===== config.mk =====
export PLATFORM = sky130hd
export DESIGN_NAME = slow_clock_monitor
export DESIGN_NICKNAME = d
export VERILOG_FILES = /design/src/rtl/slow_clock_monitor.sv
export SDC_FILE = /design/constraint.sdc
export NUM_CORES = 1
export LEC_CHECK = 0
export CAP_MARGIN = 30
export CORE_MARGIN = 5
export CORE_UTILIZATION = 60
export CTS_CLUSTER_DIAMETER = 40
export DETAILED_ROUTE_END_ITERATION = 7
export GPL_ROUTABILITY_DRIVEN = 0
export GPL_TIMING_DRIVEN = 0
export HOLD_SLACK_MARGIN = 0.02
export PLACE_DENSITY = 0.84
export SETUP_SLACK_MARGIN = 0.3
export SLEW_MARGIN = 20
export SYNTH_ARGS = -nofsm -noshare
export SYNTH_HDL_FRONTEND = slang
export SYNTH_SLANG_ARGS = --single-unit

===== constraint.sdc =====
create_clock -name clk -period 4.85 [get_ports clk]
set_input_delay 0.485 -clock clk [delete_from_list [all_inputs] [get_ports clk]]
set_output_delay 0.485 -clock clk [all_outputs]
set_load 0.05 [all_outputs]

===== src/rtl/slow_clock_monitor.sv =====
// Measures the period of an asynchronous slow square wave in clk cycles,
// declares lock once the period is stable, and flags loss of edges.
module slow_clock_monitor #(
    parameter int CNT_W      = 16,
    parameter int TIMEOUT    = 1000,
    parameter int TOL        = 0,
    parameter int LOCK_COUNT = 4
) (
    input  logic             clk,
    input  logic             rst,
    input  logic             slow_in,
    output logic             edge_pulse,
    output logic [CNT_W-1:0] period,
    output logic             period_valid,
    output logic             locked,
    output logic             timeout
);

    localparam int MCW = $clog2(LOCK_COUNT + 1);

    typedef enum logic [1:0] {
        IDLE    = 2'd0,
        MEASURE = 2'd1,
        LOCKED  = 2'd2
    } state_t;

    state_t           state;
    logic             s1, s2, s3;
    logic [CNT_W-1:0] counter;
    logic [MCW-1:0]   match_cnt;
    logic             have_prev;

    logic             rise;
    logic [CNT_W:0]   new_per;
    logic [CNT_W:0]   old_per;
    logic [CNT_W:0]   diff;
    logic             match;
    logic             at_limit;
    logic [MCW-1:0]   match_inc;

    // One extra bit keeps counter+1 and the difference free of wrap-around
    always_comb begin
        rise      = s2 & ~s3;
        new_per   = {1'b0, counter} + {{CNT_W{1'b0}}, 1'b1};
        old_per   = {1'b0, period};
        diff      = (new_per >= old_per) ? (new_per - old_per)
                                         : (old_per - new_per);
        match     = have_prev && (diff <= (CNT_W+1)'(TOL));
        at_limit  = (counter == CNT_W'(TIMEOUT - 1));
        match_inc = (match_cnt == MCW'(LOCK_COUNT)) ? match_cnt
                                                    : match_cnt + 1'b1;
    end

    always_ff @(posedge clk) begin
        if (rst) begin
            s1           <= 1'b0;
            s2           <= 1'b0;
            s3           <= 1'b0;
            counter      <= '0;
            match_cnt    <= '0;
            have_prev    <= 1'b0;
            period       <= '0;
            edge_pulse   <= 1'b0;
            period_valid <= 1'b0;
            locked       <= 1'b0;
            timeout      <= 1'b0;
            state        <= IDLE;
        end else begin
            s1           <= slow_in;
            s2           <= s1;
            s3           <= s2;
            edge_pulse   <= rise;
            period_valid <= 1'b0;
            timeout      <= 1'b0;
            case (state)
                IDLE: begin
                    counter   <= '0;
                    match_cnt <= '0;
                    have_prev <= 1'b0;
                    locked    <= 1'b0;
                    if (rise) state <= MEASURE;
                end
                default: begin
                    if (rise) begin
                        period       <= new_per[CNT_W-1:0];
                        period_valid <= 1'b1;
                        counter      <= '0;
                        have_prev    <= 1'b1;
                        if (match) begin
                            match_cnt <= match_inc;
                            if (match_inc == MCW'(LOCK_COUNT)) begin
                                state  <= LOCKED;
                                locked <= 1'b1;
                            end
                        end else begin
                            match_cnt <= '0;
                            state     <= MEASURE;
                            locked    <= 1'b0;
                        end
                    end else if (at_limit) begin
                        timeout   <= 1'b1;
                        state     <= IDLE;
                        counter   <= '0;
                        match_cnt <= '0;
                        have_prev <= 1'b0;
                        locked    <= 1'b0;
                    end else if (counter != '1) begin
                        counter <= counter + 1'b1;
                    end
                end
            endcase
        end
    end

endmodule

==> flow_summary_export.csv <==
group,metric,value,unit
logic_synthesis,yosysMostFrequentCell,"a21oi_1",
hold_path,hold_class,"in2reg",
routing,drc,0,
sta,setup_viol,0,
power_and_ir_drop,switching_share,29.6,%
sta,fin_ws,594,ps
logic_synthesis,synth_top_area_share,25.3,%
routing,vias,3385,
finish,area_delta_synth_final,15.5,%
logic_synthesis,synthTopCellsByCount,"a21oi_1, dfxtp_1, inv_1",
flow_run,cap_violations,0,
sta,final-hold-violation-count,0,
logic_synthesis,synthArstFlopShare,0,%
power_and_ir_drop,p_clk_share,32.6,%
grt,grt_pass1_vias,3170,
die,die_w,87.0,um
grt,gr-usage-all-layers,24.0,%
sta,clock.fmax,0.235,GHz
logic_synthesis,ys_warn_count,0,
clock_network,root_buffer,"clkbuf_8",
routing,drtAntennaViolNets,0,
sta,fin_skew,8.76,ps
power_and_ir_drop,p_per_area,218,nW/um2
power_and_ir_drop,power_frac_seq,42.4,%
worst_setup_path,crit_path_end_kind,"flop",
logic_synthesis,ys_ff_latch,45,
worst_setup_path,arrival,4480,ps
sta,period_minus_slack,4260,ps
logic_synthesis,ys_top_cells_by_area,"dfxtp_1, ha_1, a21oi_1",
die,rows,28,
finish,drive_gt1_share,11.4,%
power_and_ir_drop,switchingPower,0.265,mW
logic_synthesis,synth_flop_cell,"dfxtp_1",
logic_synthesis,synthCells,451,
worst_setup_path,worst_ep_required_time,5080,ps
power_and_ir_drop,vdd_ir_drop_max,0.000381,V
clock_network,numCtsBuffers,5,
finish,diodes,0,
sta,period_share,87.7,%
sta,fin_setup_tns,0,ps
grt,grt_max_degree,15,
finish,nFillCells,456,
die,start_util,60.8,%
logic_synthesis,postSynthAreaPerCell,7.89,um2
power_and_ir_drop,internal-power,0.631,mW
grt,grt-ovfl-total,0,
finish,multi_input_area,2450,um2
logic_synthesis,synth_area,3560,um2
logic_synthesis,synth_top_cell_by_area,"dfxtp_1",
routing,wl_per_cell,16.1,um
clock_network,clk_latency,300,ps
clock_network,clockBufferDepth,2,
sta,rsz0062_at_grt,"true",
sta,max-slew-margin-rel,40.2,%
routing,drtPass1Iterations,5,
clock_network,clkSlewWorstSetupHoldPaths,80,ps
logic_synthesis,yosys.cell_types.count,65,
worst_setup_path,crit_slowest_cell,"or4b_1",
place,port_buffers,21,
outcome,status,"completed",
routing,wirelength,8.99,mm
place,post-place-ws,436,ps
routing,first_iter_violations,239,
sta,worst_slew_pin_slew,890,ps
logic_synthesis,synth_edf_count,0,
worst_setup_path,crit_family,"simple AND/OR/NAND/NOR gates",
worst_setup_path,crit_type,"reg2reg",
finish,seqCellArea,901,um2
die,die-area,7570,um2
die,coreArea,5850,um2
logic_synthesis,syn-num-nets,489,
clock_network,htreeDepth,2,
sta,drv_slew,0,
power_and_ir_drop,p_leak,1.70,nW
place,post-dp-hpwl,6.87,mm
grt,antenna_found_initial,0,
worst_setup_path,slowest_delay,510,ps
clock_network,cts_tree,"done",
die,ios,23,
worst_setup_path,path_max_fanout,10,
worst_setup_path,cp_num_buf_inv,2,
power_and_ir_drop,comb_power_share,25.0,%
worst_setup_path,cp-start-kind,"flop",
worst_setup_path,crit_top_cell,"ha_1",
grt,grt_pass1_wl,14.6,mm
die,chipHeight,87.0,um
logic_synthesis,yosysSeqAreaShare,25.3,%
clock_network,cts.sinks,45,
routing,vias_per_cell,6.07,
worst_setup_path,cp_cell_sequence,"ha_1 -> nand2_1 -> nor3_4 -> nand3_1 -> xor2_2 -> inv_1 -> ha_1 -> clkbuf_1 -> a31oi_2 -> nor2_1 -> or4b_1 -> nor4b_1 -> and4_1 -> o21ai_4 -> o31a_1 -> nor3_2",
finish,final_nets,520,
-- per-layer routing --
| metal | up-vias | global-route usage [%] | wire length, um |
|---|---|---|---|
| li1 | 1667 | - | - |
| met1 | 1570 | 29.7 | 3760 |
| met2 | 128 | 42.5 | 4540 |
| met3 | 20 | 2.65 | 475 |
| met4 | 0 | 9.07 | 210 |
| met5 | - | 0 | 0 |
-- cell families after synthesis --
logic type,Yosys count,share of synthesized area [%]
compound gates,141,25.5
simple gates,134,20.0
buf+inv,63,8.58
flops,45,25.3
fa+ha+maj,35,12.3
xor+xnor,30,7.39
mux,3,0.879
-- layout make-up --
| class | instances | area share (%) |
|---|---|---|
| multi-input cells | 343 | 59.7 |
| repair buffers | 24 | 5.66 |
| inverters | 42 | 3.84 |
| plain buffers | 21 | 3.65 |
| well taps | 75 | 2.28 |
| clock inverters | 2 | 0.913 |
| flip-flops and latches | 45 | 21.9 |
| clock buffers | 6 | 2.01 |
-- per-stage QoR --
| stage | power, mW | std cells | hold WS, ps | util (%) | instance area (um2) |
|---|---|---|---|---|---|
| final | 0.896 | 558 | 364 | 70.3 | 4110 |
| after CTS | 0.877 | 555 | 360 | 68.0 | 3980 |
| after global routing | 0.936 | 558 | 353 | 70.3 | 4110 |
| after detailed placement | 0.588 | 547 | 442 | 66.0 | 3860 |
| after floorplan | 0.545 | 451 | 414 | - | 3560 |
| after global placement | 0.582 | 547 | 431 | 66.0 | 3860 |
-- repair_timing --
| item | 4_1_cts | 5_1_grt |
|---|---|---|
| hold buffers | 0 | 0 |
| gates resized for setup | 0 | 20 |
| setup buffers | 0 | 3 |
| endpoints found under the hold margin | 0 | 0 |
| endpoints found under the setup margin | 0 | 6 |
-- cells in the final DEF (no fill, tap or decap), drive strengths merged, types with 9 or more instances in the layout --
cell type       n
a21oi          60
clkdlybuf4s50  21
a21o            9
ha             35
a211oi         17
nor3           10
xnor2          14
nor2           38
inv            42
nand3          19
nand2          22
o21ai          22
clkbuf         21
xor2           16
nand4           9
buf             9
dfxtp          45
-- worst register-to-register path: stages, from the launching register on --
cell and delay [ps]:
dfxtp_1 480, ha_1 270, nand2_1 140, nor3_4 250, nand3_1 170, xor2_2 230
inv_1 70, ha_1 320, clkbuf_1 250, a31oi_2 250, nor2_1 60, or4b_1 510
nor4b_1 330, and4_1 300, o21ai_4 120, o31a_1 320, nor3_2 100
-- sequential cells by signal, summed over array words and instances, names as in the netlist --
name,count
timeout,1
state,2
edge_pulse,1
match_cnt,3
locked,1
have_prev,1
period_valid,1
counter,16
period,16
s2,1
s1,1
s3,1
-- path summary, 6_finish.rpt --
check                                start       end  slack [ps]  depth (start not counted)
worst max-delay path            counter[0]  state[1]         590                         16
worst min-delay path                   rst        s2         360                          2
worst max register to register  counter[0]  state[1]         590                         16
worst min register to register          s1        s2         450                          1
-- power groups by stage --
stage	Sequential (mW)	Clock, mW	Combinational, mW
floorplan	0.398	0	0.147
global placement	0.388	0	0.194
detailed placement	0.389	0	0.199
CTS	0.380	0.296	0.201
global route	0.381	0.312	0.244
finish	0.380	0.292	0.224
No activity file was read; power rests on OpenSTA's default activity.
